==> src/rtl/soc_bus_arbiter.sv <==
// Two-master (instruction fetch / data) arbiter onto a single interconnect master port.
// Outstanding reads are tracked in an in-order owner FIFO that routes each readValid beat back to its master.
module soc_bus_arbiter #(
  parameter int MAX_PENDING = 4
) (
  input  logic        clk,
  input  logic        reset,
  input  logic [31:0] instAddress,
  input  logic        instRead,
  output logic        instWaitRequest,
  output logic        instReadValid,
  output logic [31:0] instReadData,
  input  logic [31:0] dataAddress,
  input  logic        dataRead,
  input  logic        dataWrite,
  input  logic [31:0] dataWriteData,
  output logic        dataWaitRequest,
  output logic        dataReadValid,
  output logic [31:0] dataReadData,
  output logic [31:0] address,
  output logic        read,
  output logic        write,
  output logic [31:0] writeData,
  input  logic        waitRequest,
  input  logic        readValid,
  input  logic [31:0] dataIn,
  output logic        spuriousValid
);

  localparam int PTR_W = $clog2(MAX_PENDING);
  localparam int CNT_W = PTR_W + 1;

  logic [MAX_PENDING-1:0] r_fifo;
  logic [PTR_W-1:0]       r_wr_ptr;
  logic [PTR_W-1:0]       r_rd_ptr;
  logic [CNT_W-1:0]       r_count;
  logic                   r_last_grant;
  logic                   r_lock_valid;
  logic                   r_lock_owner;
  logic                   r_spurious;

  logic w_full;
  logic w_empty;
  logic w_inst_elig;
  logic w_data_elig;
  logic w_grant_valid;
  logic w_grant_owner;
  logic w_grant_is_read;
  logic w_accept;
  logic w_push;
  logic w_pop;
  logic w_head;

  assign w_full  = (r_count == CNT_W'(MAX_PENDING));
  assign w_empty = (r_count == '0);

  // A full owner FIFO blocks reads only; writes still pass. Full is judged on the
  // registered count so readValid never reaches waitRequest combinationally.
  assign w_inst_elig = instRead & ~w_full;
  assign w_data_elig = dataWrite | (dataRead & ~w_full);

  always_comb begin
    w_grant_valid = 1'b0;
    w_grant_owner = 1'b0;
    if (r_lock_valid && (r_lock_owner ? w_data_elig : w_inst_elig)) begin
      w_grant_valid = 1'b1;
      w_grant_owner = r_lock_owner;
    end else if (w_inst_elig && w_data_elig) begin
      w_grant_valid = 1'b1;
      w_grant_owner = ~r_last_grant;
    end else if (w_inst_elig) begin
      w_grant_valid = 1'b1;
      w_grant_owner = 1'b0;
    end else if (w_data_elig) begin
      w_grant_valid = 1'b1;
      w_grant_owner = 1'b1;
    end
  end

  always_comb begin
    address = '0;
    read    = 1'b0;
    write   = 1'b0;
    if (w_grant_valid) begin
      if (w_grant_owner) begin
        address = dataAddress;
        read    = dataRead;
        write   = dataWrite;
      end else begin
        address = instAddress;
        read    = instRead;
      end
    end
  end

  assign writeData       = dataWriteData;
  assign w_grant_is_read = read;
  assign w_accept        = w_grant_valid & ~waitRequest;
  assign w_push          = w_accept & w_grant_is_read;
  assign w_pop           = readValid & ~w_empty;
  assign w_head          = r_fifo[r_rd_ptr];

  assign instWaitRequest = instRead & ~(w_grant_valid & ~w_grant_owner & ~waitRequest);
  assign dataWaitRequest = (dataRead | dataWrite) & ~(w_grant_valid & w_grant_owner & ~waitRequest);

  assign instReadValid = w_pop & ~w_head;
  assign dataReadValid = w_pop & w_head;
  assign instReadData  = dataIn;
  assign dataReadData  = dataIn;
  assign spuriousValid = r_spurious;

  always_ff @(posedge clk or posedge reset) begin
    if (reset) begin
      r_fifo   <= '0;
      r_wr_ptr <= '0;
      r_rd_ptr <= '0;
      r_count  <= '0;
    end else begin
      if (w_push) begin
        r_fifo[r_wr_ptr] <= w_grant_owner;
        r_wr_ptr         <= r_wr_ptr + PTR_W'(1);
      end
      if (w_pop) begin
        r_rd_ptr <= r_rd_ptr + PTR_W'(1);
      end
      if (w_push && !w_pop) begin
        r_count <= r_count + CNT_W'(1);
      end else if (!w_push && w_pop) begin
        r_count <= r_count - CNT_W'(1);
      end
    end
  end

  always_ff @(posedge clk or posedge reset) begin
    if (reset) begin
      r_last_grant <= 1'b0;
      r_lock_valid <= 1'b0;
      r_lock_owner <= 1'b0;
      r_spurious   <= 1'b0;
    end else begin
      if (w_accept) begin
        r_last_grant <= w_grant_owner;
        r_lock_valid <= 1'b0;
      end else if (w_grant_valid) begin
        r_lock_valid <= 1'b1;
        r_lock_owner <= w_grant_owner;
      end
      if (readValid && w_empty) begin
        r_spurious <= 1'b1;
      end
    end
  end

endmodule

==> config.mk <==
export PLATFORM = sky130hd
export DESIGN_NAME = soc_bus_arbiter
export DESIGN_NICKNAME = d
export VERILOG_FILES = /design/src/rtl/soc_bus_arbiter.sv
export SDC_FILE = /design/constraint.sdc
export NUM_CORES = 1
export LEC_CHECK = 0
export CAP_MARGIN = 5
export CORE_AREA = 2 2 103 105
export CTS_CLUSTER_DIAMETER = 40
export DETAILED_ROUTE_END_ITERATION = 6
export DIE_AREA = 0 0 105 107
export GPL_ROUTABILITY_DRIVEN = 0
export PLACE_DENSITY = 0.67
export SYNTH_ARGS = -nofsm -noshare
export SYNTH_HDL_FRONTEND = slang
export SYNTH_SLANG_ARGS = --single-unit
==> constraint.sdc <==
create_clock -name clk -period 5.1 [get_ports clk]
set_input_delay 1.53 -clock clk [delete_from_list [all_inputs] [get_ports clk]]
set_output_delay 1.53 -clock clk [all_outputs]
set_load 0.1 [all_outputs]
# Word level (Yosys, flattened, before mapping)
# Index checks and enable logic that the tools add are counted.
[word_totals]
inputBits = 135
reg_bits = 15
out_inout_bits = 135
[classes]
eq_ne = 1
bitwise = 24
n_mux = 23
reduce_logical = 12
order_cmp = 3
n_addsub = 4
[ops]
columns = ["cell", "count"]
rows = [
  ["$mux 32", 2],
  ["$mux 1", 16],
  ["$and 1x1->1", 13],
  ["$not 1->1", 9],
  ["$logic_and 1x1->1", 6],
  ["$lt 2x3->1 const B", 2],
  ["$mux 3", 2],
  ["$add 2x1->2 const B", 2],
  ["$bwmux 4", 1],
  ["$reduce_bool 2->1", 2],
  ["$add 3x1->3 const B", 1],
  ["$eq 3x3->1 const B", 1],
  ["$logic_not 3->1", 1],
  ["$sub 3x1->3 const B", 1],
  ["$bmux 1 s2", 1],
  ["$demux 1 s2", 1],
  ["$ge 2x1->1 const B", 1],
  ["$logic_not 1->1", 2],
  ["$or 1x1->1", 2],
  ["$reduce_and 2->1", 1],
]

# Longest topological paths before layout
# Gate-level depths: netlist (run 1).
[depth]
word_depth = 15
ltp_mapped = 12
ltp_nobuf = 10

# Least setup slack after synthesis (run 1)
# No wires, ideal clock.
[synth_timing]
path_type = "input-to-output"
startpoint = "input dataRead"
endpoint = "output instWaitRequest"
arrival_ns = 3.597
path_stages = 5
setup_slack_ns = -0.027
n_path_buf = 2
path_cell_list = "nor2_1 o311a_1 buf_2 buf_2 a21boi_1"
[synth_via]
elab_chain_cells = 11
word_cells_on_any_way = 17
classes_between = "mux (8); bitwise (7); reduce/logical (2)"
[synth_rtl]
columns = ["item", "line_no", "rtl"]
rows = [
  ["start: declaration", "14", "input logic dataRead,"],
  ["$and 1x1->1 *", "60", "assign w_data_elig = dataWrite | (dataRead & ~w_full);"],
  ["$or 1x1->1 *", "60", ""],
  ["$mux 1", "74", "end else if (w_data_elig) begin"],
  ["$mux 1", "71", "end else if (w_inst_elig) begin"],
  ["$mux 1", "68", "end else if (w_inst_elig && w_data_elig) begin"],
  ["$mux 1", "65", "if (r_lock_valid && (r_lock_owner ? w_data_elig : w_inst_elig)) begin"],
  ["$not 1->1", "103", "assign instWaitRequest = instRead & ~(w_grant_valid & ~w_grant_owner & ~waitRequest);"],
  ["$and 1x1->1 * (2 in series)", "103", ""],
  ["$not 1->1 *", "103", ""],
  ["$and 1x1->1 *", "103", ""],
  ["end: declaration", "10", "output logic instWaitRequest,"],
]
# Every way passes the cells marked *; elsewhere a longest branch is shown, timed or not.

# Worst setup path after layout (run 1)
[layout_timing]
startpoint = "input dataRead"
endpoint = "output address[14]"
[layout_via]
elab_chain_cells = 8
word_cells_on_any_way = 14
classes_between = "mux (10); bitwise (2); reduce/logical (2)"
[layout_rtl]
columns = ["item", "line_no", "rtl"]
rows = [
  ["$and 1x1->1 *", "60", ""],
  ["$or 1x1->1 *", "60", ""],
  ["$mux 1", "74", ""],
  ["$mux 1", "71", ""],
  ["$mux 1", "68", ""],
  ["$mux 1", "65", ""],
  ["$mux 32", "85", "if (w_grant_owner) begin"],
  ["$mux 32 *", "84", "if (w_grant_valid) begin"],
  ["end: declaration", "20", "output logic [31:0] address,"],
]
# Marks and branches as above.

==> results of run 1 <==
## sequential cells by signal (all words and copies together), names as in the netlist
| register | flops |
|---|---|
| r_lock_owner | 1 |
| spuriousValid | 1 |
| r_lock_valid | 1 |
| r_wr_ptr | 2 |
| r_rd_ptr | 2 |
| r_count | 3 |
| r_fifo | 4 |
| r_last_grant | 1 |
## logic make-up (layout without fill, tap and decap cells)
family,Yosys count,after routing,synth area share
adder cells (fa/ha/maj),6,6,0.0413
other,0,2,0
buffers and inverters,114,123,0.419
AND/OR/NAND/NOR,26,26,0.0876
flip-flops,15,15,0.188
multiplexers,3,3,0.0244
XOR/XNOR,6,6,0.0263
AO/OA/AOI/OAI,49,49,0.213
## how the worst max path moves through the flow
stage	cells past startpoint	slack, ps	to
floorplan	4	150	dataWaitRequest
CTS	6	280	address[24]
detailed placement	6	280	address[24]
finish	6	290	address[14]
global route	6	240	address[14]
global placement	6	310	address[24]
## layout by cell type (no fill, tap or decap), types with 4 or more instances in the layout
master	count
a211o_1	4
a22o_1	33
buf_12	35
buf_4	5
clkdlybuf4s50_1	71
dfrtp_1	15
ha_1	5
inv_1	7
nor2_1	5
nor2b_1	7
nor4bb_1	4
## report_power, final
part           switching, mW  internal, mW
registers             0.0482         0.175
logic                  0.883         0.514
clock network         0.0395        0.0552
total                  0.970         0.744
## metal layers
layer,GRT usage,share of wire,vias up
met5,0,0.0056,-
met1,0.112,0.31,701
li1,-,-,677
met3,0.103,0.18,10
met4,0.0210,0.0049,6
met2,0.218,0.50,138
## worst max-delay path, cell delays in order
cell and delay, ps:
clkdlybuf4s50_1 620, nor2_1 100, o311a_1 330, buf_4 230, a22o_1 270, buf_12 190
## through the flow
step                 util  power (mW)  worst slack [ps]  hold WS [ps]
global placement    0.279        1.61               306           443
CTS                 0.283        1.73               282           467
global route        0.283        1.79               236           501
finish              0.284        1.71               285           461
floorplan               -        1.52               146           450
detailed placement  0.279        1.63               282           452
## area by class of cell
type                    count  share of cell area
inverters                   8              0.0105
flip-flops and latches     15               0.131
well taps                 136              0.0594
multi-input cells          90               0.276
clock buffers               4              0.0157
repair buffers            111               0.506
diodes                      2             0.00175
==> flow_summary.yaml, run 1 <==
power_and_ir_drop:
  peakVddDrop_uv: 480
  power.density_mw_per_mm2: 599
  leakagePower_nw: 1.17
logic_synthesis:
  ys_types: 37
  netlist_top_cells_area: "buf_4 (36%), dfrtp_1 (19%), a22o_1 (14%)"
  async_reset_ff_frac: 1.00
  synth_most_common_cell: "buf_4"
  synth.largest_area_cell: "buf_4"
  syn_area_sq_mm: 0.00200
  avgSynthCellArea_sq_um: 9.13
  syn-num-nets: 360
  synth-main-ff-cell: "dfrtp_1"
  synth_edf_count: 0
  yosysWarnings: 0
  syn_inst: 219
  synth_commonest_cells: "buf_4 (97), a22o_1 (33), dfrtp_1 (15)"
  ys_seq_elements: 15
  synth-seq-area-share: 0.188
  netlist.area_leader.share: 0.364
sta:
  setup_viol: 0
  min_period_over_period: 0.944
  rsz0062_at_grt: "no"
  slew_violations: 0
  final_hold_viol_count: 0
  finalClockSkew_ps: 1.39
  relSlewSlack: 0.353
  worst_pin_slew_ps: 968
  tns_ps: 0
  fmax_mhz: 208
  finalCriticalPeriod_ps: 4810
finish:
  drive_above_1_share: 0.224
  fin_cells: 366
  layout.nets: 370
  multiInputGateArea_sq_um: 790
  fin_area_sq_mm: 0.00286
  fillers: 1084
  regArea_sq_um: 375
  area_delta_synth_final_pct: 43.2
cts:
  cts.sinks: 15
  cts_inserted_buffers: 3
  cts_hold_buf: 0
  cts_resized: 0
  clk_path_buf_depth: 2
  clk_pin_slew_ps: 60
  cts_tree: "done"
  cts_setup_buffers: 0
  root_buffer: "clkbuf_8"
  cts_max_level: 1
  clk_latency_ps: 240
place:
  hpwl_mm: 6.43
  place_inst: 360
  port_buffers: 109
  placed_area_sq_mm: 0.00281
setup_path:
  cp-start-kind: "input pin"
  crit_arrival_ps: 3280
  rr_worst_depth: 8
  startpoint: "dataRead"
  ff2ff_setup_slack_ps: 2510
  crit_type: "input pin to output port"
  crit_required_ps: 3570
  cp_max_fo: 24
  setup.worst_path.end_class: "output port"
  r2r_start: "r_count[0]"
  reg2reg_to: "r_count[1]"
detailed_routing:
  first_pass_iters: 4
  wl_mm: 7.31
  vias: 1532
  first_iter_violations: 34
  post-route-drc-count: 0
  wire_per_inst_um: 20.0
  ant_nets: 0
  viasPerCell: 4.19
global_routing:
  antenna_found_initial: 5
  grt_pass1_wl_mm: 10.5
  grt_pass1_vias: 1620
  grt_start_max_net_pins: 35
  grt_overflow: 0
  grtUsageTotal: 0.124
worst_hold_path:
  holdPathStages: 1
  hp-start: "spuriousValid"
  worst_hold_path.endpoint: "spuriousValid"
  hp-class: "register to register"
die:
  chipWidth_um: 105
  start_util: 0.198
  core_sq_mm: 0.0101
  dieArea_sq_mm: 0.0112
  ioPinCount: 270
  rows: 37
  die-height_um: 107
outcome:
  outcome: "finished clean"
run:
  drv_cap: 0
Power figures use the tool's default switching activity.
==> inputs of run 2 (changes only) <==
==> constraint.sdc (replaced) <==
create_clock -name clk -period 5.1 [get_ports clk]
set_input_delay 1.02 -clock clk [delete_from_list [all_inputs] [get_ports clk]]
set_output_delay 1.02 -clock clk [all_outputs]
set_load 0.1 [all_outputs]
==> flow_summary.yaml, run 2 (synthesis gave the netlist of run 1 again) <==
finish:
  multiInputGateArea_sq_um: 786
  top_regs: "r_fifo (4), r_count (3)"
  fillers: 1096
  layout.nets: 369
  drive_above_1_share: 0.216
  n_antenna_cell: 0
  regMostFlops: "r_fifo"
  largest_reg_flops: 4
  final_cell_mix: "clkdlybuf4s50_1 (71), a22o_1 (33), buf_12 (33), dfrtp_1 (15)"
  fin_area_sq_mm: 0.00282
  layout_commonest_cell: "clkdlybuf4s50_1"
  regArea_sq_um: 375
  area_delta_synth_final_pct: 41.2
sta:
  finalClockSkew_ps: 0.686
  final_hold_viol_count: 0
  setup_viol: 0
  finalCriticalPeriod_ps: 4020
  relSlewSlack: 0.355
  worst_pin_slew_ps: 964
  fmax_mhz: 249
  slew_violations: 0
  min_period_over_period: 0.788
  rsz0062_at_grt: "no"
  tns_ps: 0
cts:
  cts_hold_buf: 0
  clk_path_buf_depth: 2
  cts_tree: "done"
  cts_inserted_buffers: 3
  clk_latency_ps: 240
  cts_max_level: 1
  cts_setup_buffers: 0
  cts_resized: 0
  root_buffer: "clkbuf_8"
  clk_pin_slew_ps: 60
  cts.sinks: 15
place:
  placed_area_sq_mm: 0.00278
  hpwl_mm: 6.28
  port_buffers: 109
setup_path:
  crit_arrival_ps: 3000
  crit_required_ps: 4080
  crit_type: "input pin to output port"
  reg2reg_to: "r_count[1]"
  r2r_start: "r_count[0]"
  ff2ff_setup_slack_ps: 2470
  rr_worst_depth: 8
  cp_max_fo: 24
  cp-start-kind: "input pin"
  setup.worst_path.end_class: "output port"
global_routing:
  grt_pass1_vias: 1617
  grt_pass1_wl_mm: 10.3
  grt_overflow: 0
  grt_start_max_net_pins: 35
  antenna_found_initial: 1
  grtUsageTotal: 0.121
detailed_routing:
  wl_mm: 7.25
  vias: 1510
  ant_nets: 0
  post-route-drc-count: 0
  wire_per_inst_um: 20.0
  viasPerCell: 4.16
  first_pass_iters: 4
  first_iter_violations: 72
die:
  start_util: 0.198
  dieArea_sq_mm: 0.0112
  chipWidth_um: 105
  rows: 37
  die-height_um: 107
  ioPinCount: 270
  core_sq_mm: 0.0101
power_and_ir_drop:
  leakagePower_nw: 1.15
  peakVddDrop_uv: 279
  power.density_mw_per_mm2: 607
worst_hold_path:
  hp-class: "register to register"
  hp-start: "spuriousValid"
  holdPathStages: 1
  worst_hold_path.endpoint: "spuriousValid"
outcome:
  outcome: "finished clean"
run:
  drv_cap: 0
run 2: report_power, final:
group          internal [mW]  switching [mW]
Combinational          0.505           0.887
Clock                 0.0553          0.0408
Sequential             0.175          0.0506
run 2: final cells by class:
class | instances | share of cell area
repair buffers | 110 | 0.502
multi-input cells | 90 | 0.278
flip-flops and latches | 15 | 0.133
well taps | 136 | 0.0603
clock buffers | 4 | 0.0160
inverters | 8 | 0.0106
run 2: layer usage:
layer	vias up	GRT usage	wire, um
met5	-	0	12
met4	2	0.0238	63
met3	10	0.0875	1170
met2	145	0.193	3360
met1	681	0.132	2640
li1	672	-	-
run 2: worst max-delay path, stage by stage:
cell	delay (ps)
clkdlybuf4s50_1	540
nor2_1	190
o311a_1	440
buf_4	350
a22o_1	250
buf_12	190
run 2: how the worst max path moves through the flow:
stage,endpoint,startpoint
after floorplan,instWaitRequest,dataRead
after global placement,address[31],dataRead
after detailed placement,address[31],dataRead
after CTS,address[31],dataRead
after global routing,address[31],dataRead
final,address[31],dataRead
run 2: stage by stage:
stage	setup slack [ps]	util	hold slack (ps)	cells	power, mW
CTS	1040	0.280	484	363	1.73
global route	918	0.280	505	363	1.78
detailed placement	1040	0.275	468	359	1.62
floorplan	993	-	450	219	1.52
finish	1080	0.280	477	363	1.71
global placement	1110	0.275	442	359	1.61
==> inputs of run 3 (changes only) <==
Settings changed: CORE_AREA 2 2 103 105 to 2 2 105 107, DIE_AREA 0 0 105 107 to 0 0 107 109.
Clock period 5.1 ns to 3.4 ns, I/O delays scaled along.
==> flow_summary.yaml, run 3 (synthesis gave the netlist of run 1 again) <==
outcome:
  outcome: "finished clean"
global_routing:
  grt_start_max_net_pins: 35
  grt_pass1_wl_mm: 9.83
  grt_overflow: 0
  grtUsageTotal: 0.115
  antenna_found_initial: 0
  grt_pass1_vias: 1511
worst_hold_path:
  worst_hold_path.endpoint: "spuriousValid"
  hp-class: "register to register"
  hp-start: "spuriousValid"
  holdPathStages: 1
finish:
  n_antenna_cell: 0
  top_regs: "r_fifo (4), r_count (3)"
  regMostFlops: "r_fifo"
  largest_reg_flops: 4
  layout.nets: 371
  area_delta_synth_final_pct: 43.7
  final_cell_mix: "clkdlybuf4s50_1 (70), buf_12 (35), a22o_1 (33), dfrtp_1 (15)"
  layout_commonest_cell: "clkdlybuf4s50_1"
  drive_above_1_share: 0.236
  fin_cells: 369
place:
  port_buffers: 109
  place_inst: 365
  hpwl_mm: 6.13
detailed_routing:
  viasPerCell: 4.01
  ant_nets: 0
  post-route-drc-count: 0
  first_iter_violations: 41
  wire_per_inst_um: 19.5
  vias: 1480
  first_pass_iters: 4
  wl_mm: 7.21
setup_path:
  setup.worst_path.end_class: "output port"
  crit_required_ps: 2720
  crit_chain: "clkdlybuf4s50_1 -> nor2_1 -> o311a_1 -> buf_4 -> a22o_1 -> buf_12"
  rr_worst_depth: 8
  cp_max_fo: 34
  reg2reg_to: "r_count[1]"
  crit_arrival_ps: 2420
  worst_path_max_delay_cell: "clkdlybuf4s50_1"
  r2r_start: "r_count[0]"
  cp-start-kind: "input pin"
  crit_type: "input pin to output port"
  ff2ff_setup_slack_ps: 970
  crit_path_max_incr_delay_ps: 530
power_and_ir_drop:
  peakVddDrop_uv: 419
  swShare: 0.568
  p_comb_frac: 0.813
  internal_power_mw: 1.11
  power.net_switching_mw: 1.46
  clkPwrFrac: 0.056
  power.density_mw_per_mm2: 897
  share_seq_of_total_power: 0.131
  leakagePower_nw: 1.17
die:
  rows: 38
  ioPinCount: 270
  chipWidth_um: 107
  core_sq_mm: 0.0106
  start_util: 0.189
  dieArea_sq_mm: 0.0117
  die-height_um: 109
sta:
  relSlewSlack: 0.628
  rsz0062_at_grt: "no"
  worst_pin_slew_ps: 557
  setup_viol: 0
  tns_ps: 0
  finalClockSkew_ps: 1.92
  min_period_over_period: 0.912
  finalCriticalPeriod_ps: 3100
  final_hold_viol_count: 0
  holdWs_ps: 463
  fmax_mhz: 322
  slew_violations: 0
cts:
  cts_setup_buffers: 0
  cts_tree: "done"
  cts_max_level: 1
  clk_pin_slew_ps: 60
  cts_inserted_buffers: 3
  cts.sinks: 15
  cts_hold_buf: 0
  clk_latency_ps: 250
  root_buffer: "clkbuf_8"
  clk_path_buf_depth: 2
  cts_resized: 0
run:
  drv_cap: 0
==> run 3: area by class of cell <==
type / instances / area [sq um]
Clock buffer: 4 / 45.0
Fill cell: 1102 / 7730
Timing Repair Buffer: 112 / 1450
Sequential cell: 15 / 375
Tap cell: 140 / 175
Inverter: 8 / 30.0
Multi-Input combinational cell: 90 / 793
==> run 3: worst max-delay path: cells and delay by family <==
kind	cells	cell delay (ps)
simple gates	1	230
buf+inv	3	1050
compound gates	2	430
==> run 3: power by group through the flow <==
stage	logic [mW]	clock network, mW	registers [mW]
CTS	2.11	0.146	0.339
floorplan	1.92	0	0.363
global placement	2.08	0	0.335
finish	2.10	0.144	0.337
detailed placement	2.10	0	0.343
global route	2.18	0.159	0.354
==> run 3: per-layer routing <==
metal  vias up  GRT usage  share of wire
met5         -          0              0
met4         0     0.0408          0.024
met3        21      0.108           0.21
met2        95      0.182           0.48
met1       689      0.104           0.29
li1        675          -              -
==> run 3: worst max-delay path by stage <==
stage	startpoint	depth (start not counted)	to	slack (ps)
floorplan	r_count[0]	4	write	350
global placement	dataRead	6	instWaitRequest	320
detailed placement	dataWrite	9	r_count[1]	300
CTS	dataRead	6	read	300
global route	dataRead	6	address[8]	170
finish	dataRead	6	address[25]	300
==> run 3: stage by stage <==
stage	setup WS [ps]	power [mW]	util	area, sq um
final	299	2.58	0.271	2870
after global routing	172	2.69	0.271	2870
after CTS	295	2.59	0.271	2870
after detailed placement	301	2.44	0.267	2830
after global placement	325	2.41	0.267	2830
after floorplan	348	2.29	-	2010
